<file path="config.mk">
export PLATFORM = sky130hd
export DESIGN_NAME = br_track_queue_flat
export DESIGN_NICKNAME = d
export VERILOG_FILES = /design/src/rtl/br_track_queue_pkg.sv /design/src/rtl/br_track_queue_if.sv /design/src/rtl/br_track_queue_br_rob_cam.sv /design/src/rtl/br_track_queue.sv /design/src/flat_wrapper.sv
export SDC_FILE = /design/constraint.sdc
export NUM_CORES = 2
export LEC_CHECK = 0
export CAP_MARGIN = 30
export CORE_MARGIN = 3
export CORE_UTILIZATION = 60
export DETAILED_ROUTE_END_ITERATION = 10
export PLACE_DENSITY = 0.79
export REMOVE_ABC_BUFFERS = 1
export SYNTH_ARGS = -nofsm -noshare
export SYNTH_HDL_FRONTEND = slang
export SYNTH_HIERARCHICAL = 1
export SYNTH_SLANG_ARGS = --single-unit
</file>
<file path="constraint.sdc">
create_clock -name clk -period 43.3 [get_ports clk]
set_input_delay 12.99 -clock clk [delete_from_list [all_inputs] [get_ports clk]]
set_output_delay 12.99 -clock clk [all_outputs]
set_load 0.005 [all_outputs]
</file>
<file path="src/rtl/br_track_queue_pkg.sv">
// Shared branch-tracking types: instruction class, queue entry layout and
// the small helpers both the queue and its bench rely on.
package br_track_queue_pkg;

    localparam int AddrWidth    = 32;
    localparam int RobDepth     = 64;
    localparam int PredMaxDepth = 8;
    localparam int RobWidth     = $clog2(RobDepth);

    // Encoding of a "taken" direction bit.
    localparam logic BrTaken = 1'b1;

    typedef enum logic [2:0] {
        BR_NONE   = 3'd0,
        BR_BRANCH = 3'd1,
        BR_JUMP   = 3'd2,
        BR_CALL   = 3'd3,
        BR_RET    = 3'd4
    } BrInstType_t;

    typedef struct packed {
        logic                  valid;
        logic                  resolved;
        logic                  miss;
        BrInstType_t           br_type;
        logic [RobWidth-1:0]   rob_id;
        logic [AddrWidth-1:0]  pc;
        logic                  pred_taken;
        logic [AddrWidth-1:0]  pred_addr;
        logic                  act_taken;
        logic [AddrWidth-1:0]  act_addr;
    } BrTrackEnt_t;

    // Unconditional control transfers (always redirect to the resolved target).
    function automatic logic is_jump(input BrInstType_t t);
        return (t == BR_JUMP) || (t == BR_CALL) || (t == BR_RET);
    endfunction

endpackage

</file>
<file path="src/rtl/br_track_queue_if.sv">
// Decode / execute / commit signal bundle of the branch tracking queue.
// Handshake: every *_e_ strobe is active-low and is acted on at the rising
// clock edge where it is sampled low; there is no back-pressure other than
// enq_full, and all result pulses (res_miss_, *_commit_) are low for exactly
// one cycle, the cycle after the triggering strobe.
interface br_track_queue_if #(
    parameter int ADDR = 32,
    parameter int ROB  = 6,
    parameter int ID   = 3
);
    import br_track_queue_pkg::*;

    logic            flush_;
    logic            enq_e_;
    BrInstType_t     enq_type;
    logic [ROB-1:0]  enq_rob_id;
    logic [ADDR-1:0] enq_pc;
    logic [ADDR-1:0] enq_pred_addr;
    logic            enq_pred_taken;
    logic            enq_full;
    logic [ID:0]     count;
    logic            res_e_;
    logic [ROB-1:0]  res_rob_id;
    logic            res_taken;
    logic [ADDR-1:0] res_addr;
    logic            res_miss_;
    logic [ADDR-1:0] res_redirect_addr;
    logic            commit_e_;
    logic [ROB-1:0]  com_rob_id;
    logic            br_commit_;
    logic            br_result;
    logic            br_pred_miss_;
    logic            jump_commit_;
    logic            jump_call_;
    logic            jump_return_;
    logic            jump_miss_;
    logic [ADDR-1:0] com_tar_addr;
    logic            err;

    modport master (
        output flush_, enq_e_, enq_type, enq_rob_id, enq_pc, enq_pred_addr,
               enq_pred_taken, res_e_, res_rob_id, res_taken, res_addr,
               commit_e_, com_rob_id,
        input  enq_full, count, res_miss_, res_redirect_addr, br_commit_,
               br_result, br_pred_miss_, jump_commit_, jump_call_,
               jump_return_, jump_miss_, com_tar_addr, err
    );

    modport slave (
        input  flush_, enq_e_, enq_type, enq_rob_id, enq_pc, enq_pred_addr,
               enq_pred_taken, res_e_, res_rob_id, res_taken, res_addr,
               commit_e_, com_rob_id,
        output enq_full, count, res_miss_, res_redirect_addr, br_commit_,
               br_result, br_pred_miss_, jump_commit_, jump_call_,
               jump_return_, jump_miss_, com_tar_addr, err
    );

endinterface

</file>
<file path="src/rtl/br_track_queue_br_rob_cam.sv">
// DEPTH-way ROB-id match over the queue slots. Reports the one-hot hit
// vector, the oldest hit (first hit walking forward from head) and whether
// more than one slot matched.
module br_rob_cam
    import br_track_queue_pkg::*;
#(
    parameter int DEPTH = PredMaxDepth,
    parameter int ROB   = RobWidth,
    parameter int ID    = $clog2(DEPTH)
) (
    input  logic [DEPTH-1:0]          cand,
    input  logic [DEPTH-1:0][ROB-1:0] ids,
    input  logic [ROB-1:0]            key,
    input  logic [ID-1:0]             head,
    output logic [DEPTH-1:0]          hit,
    output logic                      any,
    output logic                      multi,
    output logic [ID-1:0]             sel
);

    logic          found;
    logic [ID-1:0] idx;

    // Parallel compare of every candidate slot against the key.
    always_comb begin
        hit = '0;
        for (int i = 0; i < DEPTH; i++) begin
            hit[i] = cand[i] && (ids[i] == key);
        end
    end

    assign any = |hit;

    // Oldest-first select: slot index wraps naturally because DEPTH is a power of two.
    always_comb begin
        sel   = '0;
        multi = 1'b0;
        found = 1'b0;
        idx   = '0;
        for (int k = 0; k < DEPTH; k++) begin
            idx = head + ID'(k);
            if (hit[idx]) begin
                if (found) begin
                    multi = 1'b1;
                end else begin
                    sel   = idx;
                    found = 1'b1;
                end
            end
        end
    end

endmodule

</file>
<file path="src/rtl/br_track_queue.sv">
// In-flight branch tracking queue: entries are allocated at decode, resolved
// out of order at execute (early mispredict redirect) and retired in order at
// commit. Entries use the shared BrTrackEnt_t layout, so ADDR and ROB_DEPTH
// are expected to match the package widths.
module br_track_queue
    import br_track_queue_pkg::*;
#(
    parameter int ADDR      = AddrWidth,
    parameter int ROB_DEPTH = RobDepth,
    parameter int DEPTH     = PredMaxDepth
) (
    input  logic           clk,
    input  logic           reset,
    br_track_queue_if.slave bus
);

    localparam int ROB = $clog2(ROB_DEPTH);
    localparam int ID  = $clog2(DEPTH);

    BrTrackEnt_t     ent [DEPTH];
    logic [ID-1:0]   head;
    logic [ID-1:0]   tail;
    logic [ID:0]     cnt;

    logic [DEPTH-1:0]          cam_cand;
    logic [DEPTH-1:0][ROB-1:0] cam_ids;
    logic [DEPTH-1:0]          cam_hit;
    logic                      cam_any;
    logic                      cam_multi;
    logic [ID-1:0]             cam_sel;

    BrTrackEnt_t     r_ent;
    BrTrackEnt_t     h_ent;
    BrTrackEnt_t     new_ent;
    logic            full;
    logic            do_enq;
    logic            do_deq;
    logic            res_act;
    logic            r_jump;
    logic            r_miss;
    logic [ADDR-1:0] r_redirect;
    logic            bypass;
    logic            c_jump;
    logic            c_resolved;
    logic            c_taken;
    logic [ADDR-1:0] c_addr;
    logic            c_report_miss;
    logic [ADDR-1:0] c_tar;

    // Only valid, still-unresolved slots take part in the resolve match.
    always_comb begin
        cam_cand = '0;
        cam_ids  = '0;
        for (int i = 0; i < DEPTH; i++) begin
            cam_cand[i] = ent[i].valid && !ent[i].resolved;
            cam_ids[i]  = ent[i].rob_id;
        end
    end

    br_rob_cam #(.DEPTH(DEPTH), .ROB(ROB), .ID(ID)) u_cam (
        .cand  (cam_cand),
        .ids   (cam_ids),
        .key   (bus.res_rob_id),
        .head  (head),
        .hit   (cam_hit),
        .any   (cam_any),
        .multi (cam_multi),
        .sel   (cam_sel)
    );

    // Resolve, commit (with same-cycle resolve bypass) and enqueue decisions.
    always_comb begin
        full    = (cnt == (ID+1)'(DEPTH));
        do_enq  = !bus.enq_e_ && (bus.enq_type != BR_NONE) && !full && bus.flush_;
        new_ent = '{valid: 1'b1, resolved: 1'b0, miss: 1'b0, br_type: bus.enq_type,
                    rob_id: bus.enq_rob_id, pc: bus.enq_pc,
                    pred_taken: bus.enq_pred_taken, pred_addr: bus.enq_pred_addr,
                    act_taken: 1'b0, act_addr: '0};

        // A flush drops the resolve entirely, including its bypass to commit.
        res_act = !bus.res_e_ && bus.flush_ && cam_any;
        r_ent   = ent[cam_sel];
        r_jump  = is_jump(r_ent.br_type);
        if (r_jump) begin
            r_miss = (bus.res_addr != r_ent.pred_addr);
        end else begin
            r_miss = (bus.res_taken != r_ent.pred_taken) ||
                     ((bus.res_taken == BrTaken) && (bus.res_addr != r_ent.pred_addr));
        end
        r_redirect = ((bus.res_taken == BrTaken) || r_jump) ? bus.res_addr
                                                             : r_ent.pc + ADDR'(4);

        h_ent      = ent[head];
        do_deq     = !bus.commit_e_ && h_ent.valid && (h_ent.rob_id == bus.com_rob_id);
        bypass     = res_act && cam_hit[head];
        c_jump     = is_jump(h_ent.br_type);
        c_resolved = h_ent.resolved || bypass;
        c_taken    = bypass ? bus.res_taken : h_ent.act_taken;
        c_addr     = bypass ? bus.res_addr  : h_ent.act_addr;
        // A commit that never saw a resolve is reported as a mispredict.
        c_report_miss = (bypass ? r_miss : h_ent.miss) || !c_resolved;
        c_tar      = ((c_taken == BrTaken) || c_jump) ? c_addr : h_ent.pc + ADDR'(4);
    end

    // Entry storage and head/tail/count bookkeeping.
    always_ff @(posedge clk or posedge reset) begin
        if (reset) begin
            for (int i = 0; i < DEPTH; i++) begin
                ent[i] <= '0;
            end
            head <= '0;
            tail <= '0;
            cnt  <= '0;
        end else if (!bus.flush_) begin
            for (int i = 0; i < DEPTH; i++) begin
                ent[i].valid <= 1'b0;
            end
            head <= '0;
            tail <= '0;
            cnt  <= '0;
        end else begin
            if (res_act) begin
                ent[cam_sel].resolved  <= 1'b1;
                ent[cam_sel].act_taken <= bus.res_taken;
                ent[cam_sel].act_addr  <= bus.res_addr;
                ent[cam_sel].miss      <= r_miss;
            end
            if (do_deq) begin
                ent[head].valid <= 1'b0;
                head            <= head + 1'b1;
            end
            if (do_enq) begin
                ent[tail] <= new_ent;
                tail      <= tail + 1'b1;
            end
            cnt <= cnt + (ID+1)'(do_enq) - (ID+1)'(do_deq);
        end
    end

    // Registered result pulses, commit reporting and the sticky error flag.
    always_ff @(posedge clk or posedge reset) begin
        if (reset) begin
            bus.res_miss_         <= 1'b1;
            bus.res_redirect_addr <= '0;
            bus.br_commit_        <= 1'b1;
            bus.br_result         <= 1'b0;
            bus.br_pred_miss_     <= 1'b1;
            bus.jump_commit_      <= 1'b1;
            bus.jump_call_        <= 1'b1;
            bus.jump_return_      <= 1'b1;
            bus.jump_miss_        <= 1'b1;
            bus.com_tar_addr      <= '0;
            bus.err               <= 1'b0;
        end else begin
            bus.res_miss_     <= !(res_act && r_miss);
            bus.br_commit_    <= 1'b1;
            bus.br_pred_miss_ <= 1'b1;
            bus.jump_commit_  <= 1'b1;
            bus.jump_call_    <= 1'b1;
            bus.jump_return_  <= 1'b1;
            bus.jump_miss_    <= 1'b1;
            if (res_act && r_miss) begin
                bus.res_redirect_addr <= r_redirect;
            end
            if (do_deq) begin
                bus.com_tar_addr <= c_tar;
                if (c_jump) begin
                    bus.jump_commit_ <= 1'b0;
                    bus.jump_call_   <= !(h_ent.br_type == BR_CALL);
                    bus.jump_return_ <= !(h_ent.br_type == BR_RET);
                    bus.jump_miss_   <= !c_report_miss;
                end else begin
                    bus.br_commit_    <= 1'b0;
                    bus.br_result     <= c_taken;
                    bus.br_pred_miss_ <= !c_report_miss;
                end
            end
            bus.err <= bus.err || (do_deq && !c_resolved) || (res_act && cam_multi);
        end
    end

    assign bus.count    = cnt;
    assign bus.enq_full = full;

endmodule

</file>
<file path="src/flat_wrapper.sv">
// flat-port wrapper written by rule: the top's interface ports become plain ports
module br_track_queue_flat import br_track_queue_pkg::*;
#(
    parameter int ADDR      = AddrWidth,
    parameter int ROB_DEPTH = RobDepth,
    parameter int DEPTH     = PredMaxDepth
)
  (clk, reset, bus_flush_, bus_enq_e_, bus_enq_type, bus_enq_rob_id, bus_enq_pc, bus_enq_pred_addr, bus_enq_pred_taken, bus_res_e_, bus_res_rob_id, bus_res_taken, bus_res_addr, bus_commit_e_, bus_com_rob_id, bus_enq_full, bus_count, bus_res_miss_, bus_res_redirect_addr, bus_br_commit_, bus_br_result, bus_br_pred_miss_, bus_jump_commit_, bus_jump_call_, bus_jump_return_, bus_jump_miss_, bus_com_tar_addr, bus_err);
  br_track_queue_if #(.ADDR(ADDR), .ROB(6), .ID(3)) bus_i ();
  input  logic clk;
  input  logic reset;
  input wire logic [$bits(bus_i.flush_)-1:0] bus_flush_;
  input wire logic [$bits(bus_i.enq_e_)-1:0] bus_enq_e_;
  input wire logic [$bits(bus_i.enq_type)-1:0] bus_enq_type;
  input wire logic [$bits(bus_i.enq_rob_id)-1:0] bus_enq_rob_id;
  input wire logic [$bits(bus_i.enq_pc)-1:0] bus_enq_pc;
  input wire logic [$bits(bus_i.enq_pred_addr)-1:0] bus_enq_pred_addr;
  input wire logic [$bits(bus_i.enq_pred_taken)-1:0] bus_enq_pred_taken;
  input wire logic [$bits(bus_i.res_e_)-1:0] bus_res_e_;
  input wire logic [$bits(bus_i.res_rob_id)-1:0] bus_res_rob_id;
  input wire logic [$bits(bus_i.res_taken)-1:0] bus_res_taken;
  input wire logic [$bits(bus_i.res_addr)-1:0] bus_res_addr;
  input wire logic [$bits(bus_i.commit_e_)-1:0] bus_commit_e_;
  input wire logic [$bits(bus_i.com_rob_id)-1:0] bus_com_rob_id;
  output wire logic [$bits(bus_i.enq_full)-1:0] bus_enq_full;
  output wire logic [$bits(bus_i.count)-1:0] bus_count;
  output wire logic [$bits(bus_i.res_miss_)-1:0] bus_res_miss_;
  output wire logic [$bits(bus_i.res_redirect_addr)-1:0] bus_res_redirect_addr;
  output wire logic [$bits(bus_i.br_commit_)-1:0] bus_br_commit_;
  output wire logic [$bits(bus_i.br_result)-1:0] bus_br_result;
  output wire logic [$bits(bus_i.br_pred_miss_)-1:0] bus_br_pred_miss_;
  output wire logic [$bits(bus_i.jump_commit_)-1:0] bus_jump_commit_;
  output wire logic [$bits(bus_i.jump_call_)-1:0] bus_jump_call_;
  output wire logic [$bits(bus_i.jump_return_)-1:0] bus_jump_return_;
  output wire logic [$bits(bus_i.jump_miss_)-1:0] bus_jump_miss_;
  output wire logic [$bits(bus_i.com_tar_addr)-1:0] bus_com_tar_addr;
  output wire logic [$bits(bus_i.err)-1:0] bus_err;
  assign bus_i.flush_ = bus_flush_;
  assign bus_i.enq_e_ = bus_enq_e_;
  assign bus_i.enq_type = bus_enq_type;
  assign bus_i.enq_rob_id = bus_enq_rob_id;
  assign bus_i.enq_pc = bus_enq_pc;
  assign bus_i.enq_pred_addr = bus_enq_pred_addr;
  assign bus_i.enq_pred_taken = bus_enq_pred_taken;
  assign bus_i.res_e_ = bus_res_e_;
  assign bus_i.res_rob_id = bus_res_rob_id;
  assign bus_i.res_taken = bus_res_taken;
  assign bus_i.res_addr = bus_res_addr;
  assign bus_i.commit_e_ = bus_commit_e_;
  assign bus_i.com_rob_id = bus_com_rob_id;
  assign bus_enq_full = bus_i.enq_full;
  assign bus_count = bus_i.count;
  assign bus_res_miss_ = bus_i.res_miss_;
  assign bus_res_redirect_addr = bus_i.res_redirect_addr;
  assign bus_br_commit_ = bus_i.br_commit_;
  assign bus_br_result = bus_i.br_result;
  assign bus_br_pred_miss_ = bus_i.br_pred_miss_;
  assign bus_jump_commit_ = bus_i.jump_commit_;
  assign bus_jump_call_ = bus_i.jump_call_;
  assign bus_jump_return_ = bus_i.jump_return_;
  assign bus_jump_miss_ = bus_i.jump_miss_;
  assign bus_com_tar_addr = bus_i.com_tar_addr;
  assign bus_err = bus_i.err;
  br_track_queue #(.ADDR(ADDR), .ROB_DEPTH(ROB_DEPTH), .DEPTH(DEPTH)) u_core (.clk(clk), .reset(reset), .bus(bus_i));
endmodule
</file>
== Yosys cells after proc, flatten, opt, wreduce, memory -nomap -nowiden ==
Index checks and enable logic that the tools add are counted.

* Reductions and logical operators: 62
* Add/sub/neg operators: 12
* $lt $le $gt $ge: 14
* Mux-type cells: 112
* Equality and inequality tests: 20
* Bitwise gates (word level): 4

{| class="wikitable"
|+ Operators with widths
! cell !! count
|-
| 880-bit bitwise mux || 6
|-
| 880-bit 2-to-1 mux || 5
|-
| 110-bit demux with 3-bit select || 6
|-
| 110-bit binary-select mux with 3-bit select || 2
|-
| 110-bit 2-to-1 mux || 4
|-
| 107-bit 2-to-1 mux || 2
|-
| 32-bit 2-to-1 mux || 4
|-
| 109-bit 2-to-1 mux || 1
|-
| 108-bit 2-to-1 mux || 1
|-
| 32-bit by 3-bit adder with 32-bit output (second input constant) || 2
|-
| 3-bit 2-to-1 mux || 19
|-
| 6-bit == test || 9
|-
| 1-bit 2-to-1 mux || 52
|-
| 33-bit 2-to-1 mux || 1
|-
| 3-bit by 4-bit < comparator with 1-bit output (second input constant) || 8
|-
| 32-bit != test || 1
|-
| 1-bit logical AND || 31
|-
| 1-bit binary-select mux with 3-bit select || 8
|-
| 1-bit logical NOT || 17
|-
| 3-bit adder (second input constant) || 4
|-
| 3-bit by 2-bit == test with 1-bit output (second input constant) || 4
|-
| 4-bit >= comparator (second input constant) || 3
|-
| 4-bit by 1-bit < comparator with 1-bit output (second input constant) || 3
|-
| 3-bit inverter with 4-bit output || 3
|-
| 14 further kinds || 28
|}

* Output and inout port bits: 78
* Flip-flop bits (word level): 963
* Logic and storage cells: 318

== Logic depth before layout (Yosys ltp) ==
* Depth in word-level cells: 37
* Depth in mapped cells: 30

== Cells and area by module ==
Netlist, hierarchy kept.

{| class="wikitable"
|+ By module, submodules not included
! module !! area each (um^2) !! cells each !! times used
|-
| br_track_queue || 48142.4 || 4827 || 1
|-
| br_rob_cam || 1913.1 || 261 || 1
|}

== Least setup slack after synthesis ==
No wires, ideal clock.

* Path type: input -> register
* Start point: input bus_res_rob_id[3]
* End point: register u_core.bus.res_redirect_addr[29]
* Data arrival time: 18.011 ns
* Buffers on the path: 4
* Setup slack: 25.161 ns
* Data required time: 43.172 ns
* Stages on the path: 22
* Cells stage by stage: buf_4 xnor2_2 nand3_2 or3_4 mux4_2 mux2i_1 ha_1 a221o_1 nand3_1 a32o_2 buf_6 buf_12 buf_12 mux4_2 mux2i_1 or4_4 nor4_4 nand4_4 nor4_2 xnor2_1 o21ai_1 mux2_1

* Word-level cells in the longest chain between the ends: 28
* Elaborated cells between the ends (all ways): 74
* Classes of those cells: add/sub: 1; eq/ne: 13; mux: 43; bitwise: 1; reduce/logical: 16

{| class="wikitable"
|+ Ends and longest elaborated chain
! what !! RTL line !! text
|-
| start, declared || flat_wrapper.sv:20 || <nowiki>input wire logic [$bits(bus_i.res_rob_id)-1:0] bus_res_rob_id;</nowiki>
|-
| 6-bit == test || br_track_queue_br_rob_cam.sv:28 || <nowiki>hit[i] = cand[i] && (ids[i] == key);</nowiki>
|-
| 1-bit logical AND || br_track_queue_br_rob_cam.sv:28 ||
|-
| 1-bit binary-select mux with 3-bit select || br_track_queue_br_rob_cam.sv:42 || <nowiki>if (hit[idx]) begin</nowiki>
|-
| 1-bit 2-to-1 mux (implied by the code) || br_track_queue_br_rob_cam.sv:42 ||
|-
| 3-bit 2-to-1 mux or 1-bit 2-to-1 mux (tied branches) || br_track_queue_br_rob_cam.sv:42 ||
|-
| 3-bit 2-to-1 mux || br_track_queue_br_rob_cam.sv:43 || <nowiki>if (found) begin</nowiki>
|-
| 3-bit 2-to-1 mux || br_track_queue_br_rob_cam.sv:42 ||
|-
| 3-bit 2-to-1 mux || br_track_queue_br_rob_cam.sv:43 ||
|-
| [8 not listed] || -- ||
|-
| 3-bit 2-to-1 mux || br_track_queue_br_rob_cam.sv:42 ||
|-
| 3-bit 2-to-1 mux || br_track_queue_br_rob_cam.sv:43 ||
|-
| 3-bit 2-to-1 mux (*) || br_track_queue_br_rob_cam.sv:42 ||
|-
| named net u_core.cam_sel[0] || br_track_queue.sv:30 || <nowiki>logic [ID-1:0] cam_sel;</nowiki>
|-
| 3-bit inverter with 4-bit output (implied by the code) (*) || br_track_queue.sv:82 || <nowiki>r_ent = ent[cam_sel];</nowiki>
|-
| 110-bit binary-select mux with 3-bit select (*) || br_track_queue.sv:82 ||
|-
| 107-bit 2-to-1 mux (implied by the code) (*) (2 in a row) || br_track_queue.sv:82 ||
|-
| branches (longest 5 deep; another with 32-bit by 3-bit adder with 32-bit output) || -- ||
|-
| end signal, assigned || br_track_queue.sv:163 || <nowiki>bus.res_redirect_addr <= r_redirect;</nowiki>
|-
| end, declared || br_track_queue_if.sv:53 || <nowiki>output enq_full, count, res_miss_, res_redirect_addr, br_commit_,</nowiki>
|}

Mark *: on every way through the listed nets, which the timed path passes. The select of a mux whose other input is x is not followed.
A chain may end at the register's enable or synchronous reset.

== Worst setup path in the final report ==
* Start point: input bus_res_rob_id[3]
* End point: register u_core.bus.res_redirect_addr[6]

Same word-level chain as after synthesis.

==> out/qor.tcl <==
set qor(std_cell_rows) 105
set qor(wl_mm) 175.1
set qor(holdBufCountCts) 0
set qor(timing.critical_path.to_type) {flip-flop}
set qor(dieWidth_um) 294.8
set qor(initial_core_util_pct) 60.77
set qor(worstSkewPairLatency_ps) 700
set qor(tritoncts_num_sinks) 963
set qor(floorplan.io_pins) 203
set qor(timing.critical_path.required_ps) 43860
set qor(placed_cell_area_mm2) 0.05268
set qor(startpoint_type) {input pin}
set qor(yosysUniqueCellTypes) 105
set qor(grt_first_pass_wirelength_mm) 263.2
set qor(synth-edff-count) 0
set qor(floorplan.die_area_mm2) 0.08693
set qor(yosysTopAreaCell) {dfrtp_1}
set qor(fin_skew_ps) 40.18
set qor(totalNegativeSetupSlack_ps) 0
set qor(ys.warnings.count) 6
set qor(cellPowerDensity_mw_per_mm2) 48.69
set qor(synth-compound-area-share_pct) 11.26
set qor(synthTopCellsByArea) {dfrtp_1 48%, nand2_1 12%, mux2_2 7.7%, mux4_2 3.9%, mux2i_1 3.8%}
set qor(holdCritPathClass) {reg2reg}
set qor(area.growth.synth_to_final_pct) 12.40
set qor(syn_avg_cell_area_um2) 9.838
set qor(yosysSeqAreaShare_pct) 48.16
set qor(detailedRoute.firstIterationViolations) 5706
set qor(path_delay_family) {simple AND/OR/NAND/NOR gates}
set qor(stdcell_area_mm2) 0.05626
set qor(gr-usage-all-layers_pct) 40.03
set qor(grt_setup_unrepaired) {false}
set qor(maximum_clock_rate_ghz) 0.04810
set qor(cts.repair.resized) 0
set qor(via_per_inst) 6.822
set qor(cp_slowest_stage_delay_ps) 880
set qor(grt_pass1_vias) 43070
set qor(final-hold-violation-count) 0
set qor(path_cells) {clkdlybuf4s50_1 > xnor2_1 > nand3_1 > nor4_1 > nor4_4 > o311ai_1 > o22ai_1 > o2111ai_1 > o2bb2ai_4 > buf_4 > buf_4 > and3_1 > o2bb2ai_2 > a221oi_2 > xnor2_1 > or3_1 > or4b_4 > nor4_4 > nor3_4 > buf_4 > mux2_4}
set qor(route.antenna.remaining_nets) 0
set qor(place.gp.congestion) 0.9579
set qor(cts_buffers) 103
set qor(post-synth-top-area-fraction_pct) 47.79
set qor(layout-drive-gt1-share_pct) 16.42
set qor(number_of_antenna_violations_at_the_first_check_in_global_routing) 21
set qor(postSynth.topFlopCell) {dfrtp_1}
set qor(cpMostUsedCell) {buf_4}
set qor(report.final.slew_viol_count) 0
set qor(largest_family_of_logic_cells_by_synthesized_area) {simple AND/OR/NAND/NOR gates}
set qor(ys_ff_latch) 963
set qor(critical_path.max_fanout) 45
set qor(max_ir_drop_vdd_v) 0.00003684
set qor(drc) 0
set qor(clk_root_buffer_cell) {clkbuf_16}
set qor(worst_slew_pin_slew_ps) 1112
set qor(core_area_mm2) 0.08237
set qor(clockBufferDepth) 3
set qor(crit_buf_inv) 4
set qor(ys_async_sr_fraction_pct) 100.0
set qor(tritoncts) {done}
set qor(y_dimension_of_the_die_um) 294.8
set qor(arrival_ps) 21350
set qor(outcome) {completed}
set qor(postCtsSetupRepairBufs) 0
set qor(drtPass1Iterations) 7
set qor(synthesis.instances) 5088
set qor(power.static_leakage_nw) 24.83
set qor(synth.top_cells.by_count) {1562 x nand2_1, 956 x dfrtp_1, 341 x mux2_2}
set qor(post_synth_mux_area_share_pct) 16.44
set qor(synth_area_mm2) 0.05006
set qor(num_vias) 42920
set qor(synth_simple_gate_area_share_pct) 17.29
set qor(synth.most_common_cell) {nand2_1}
set qor(final.min_clock_period_ps) 20790
set qor(grt_max_degree) 185
set qor(yosys.area_share.xor_xnor_pct) 2.495
set qor(path_clk_slew_ps) 60
set qor(maxCapViolCount) 0
set qor(fillerInstances) 6090
set qor(worst_slew_margin_relative_to_its_limit_pct) 25.89
set qor(final_net_count) 5255
set qor(clock_h_tree_levels) 3
set qor(grt_overflow_total) 0
set qor(worstSetupPathType) {in2reg}
set qor(layout_worst_path_cycle_share_pct) 48.01
set qor(critical_path.slowest_cell) {and3_1}
set qor(numPortBuffers) 202
set qor(yosys.area_share.adder_pct) 0.3399
set qor(dp_hpwl_mm) 105.9
set qor(setup-violations-final) 0
set qor(avgRoutedWirePerCell_um) 27.83
[placed cells by master, fill, tap and decap left out, drive strengths merged, types with 21 or more instances in the layout]
master	instances
a211oi	24
a21oi	330
a221oi	79
a22o	35
a22oi	91
buf	119
clkbuf	146
clkdlybuf4s50	202
clkinv	28
dfrtp	956
inv	34
mux2	376
mux2i	191
mux4	87
nand2	1562
nand3	40
nand4	47
nor2	153
nor2b	22
nor3	50
nor3b	21
nor4	38
o21ai	115
o22ai	23
o2bb2ai	60
xnor2	109
xor2	31
[metal layers]
layer	vias up	global-route usage (%)	wire, um
met4	4	23.86	11700
met2	3249	59.91	76760
met3	798	12.69	24370
met5	-	0	36
met1	21120	51.31	62170
li1	17750	-	-
[worst register-to-register path: cells and delay by family, from the launching register on]
| family | cells | cell delay, ps |
|---|---|---|
| mux | 1 | 440 |
| fa+ha+maj | 1 | 650 |
| compound gates | 6 | 1290 |
| buf+inv | 5 | 2760 |
| simple gates | 8 | 3530 |
| xor+xnor | 1 | 190 |
| flops | 1 | 740 |
[registers in the layout, indices dropped and copies added (netlist names)]
register                      count
u_core/bus.br_commit_             1
u_core/bus.br_pred_miss_          1
u_core/bus.br_result              1
u_core/bus.com_tar_addr          32
u_core/bus.count                  4
u_core/bus.err                    1
u_core/bus.jump_call_             1
u_core/bus.jump_commit_           1
u_core/bus.jump_miss_             1
u_core/bus.jump_return_           1
u_core/bus.res_miss_              1
u_core/bus.res_redirect_addr     32
u_core/cam_ids                   48
u_core/ent                      832
u_core/head                       3
u_core/tail                       3
[area by class of cell]
cell class / count / area [um^2] / share of cell area [%]
diodes: 20 / 50.05 / 0.08896
inverters: 30 / 120.1 / 0.2135
well taps: 1070 / 1339 / 2.380
repair buffers: 321 / 3060 / 5.440
multi-input cells: 3698 / 24140 / 42.91
clock inverters: 43 / 474.2 / 0.8429
clock buffers: 146 / 2959 / 5.260
flip-flops and latches: 963 / 24120 / 42.87
[through the flow]
step,util (%),total power [W],hold WS [ps],std cells,setup WS (ps)
2_1_floorplan,-,0.001575,440.1,4691,3235
3_5_place_dp,63.95,0.001824,461.3,6078,22050
4_1_cts,68.12,0.002718,476.0,6267,22770
3_3_place_gp,63.88,0.001801,452.0,6074,22160
5_1_grt,68.27,0.002837,491.5,6280,22120
6_report,68.30,0.002740,473.8,6291,22510
[worst paths after layout]
kind                                    from                               to  slack [ps]  cells after the start
min reg2reg                  u_core/ent[697]                  u_core/ent[697]         470                      2
min                          u_core/ent[697]                  u_core/ent[697]         470                      2
max                        bus_res_rob_id[3]  u_core/bus.res_redirect_addr[6]       22510                     21
max reg2reg                   u_core/head[0]  u_core/bus.res_redirect_addr[6]       33600                     22
max in group asynchronous              reset          u_core/bus.jump_commit_       26910                      7
min in group asynchronous              reset                   u_core/ent[37]       12690                      2
[power by group]
part	switching, W	leakage, nW	internal (W)
sequential	0.000116	13.0	0.00105
clock	0.000380	1.70	0.000519
combinational	0.000376	10.2	0.000301
total	0.000872	24.8	0.00187
[logic make-up after synthesis]
logic type | count (synthesis)
simple gates | 2041
flops | 963
compound gates | 850
mux | 654
buf+inv | 427
xor+xnor | 140
fa+ha+maj | 13
No activity file was read; power rests on OpenSTA's default activity.
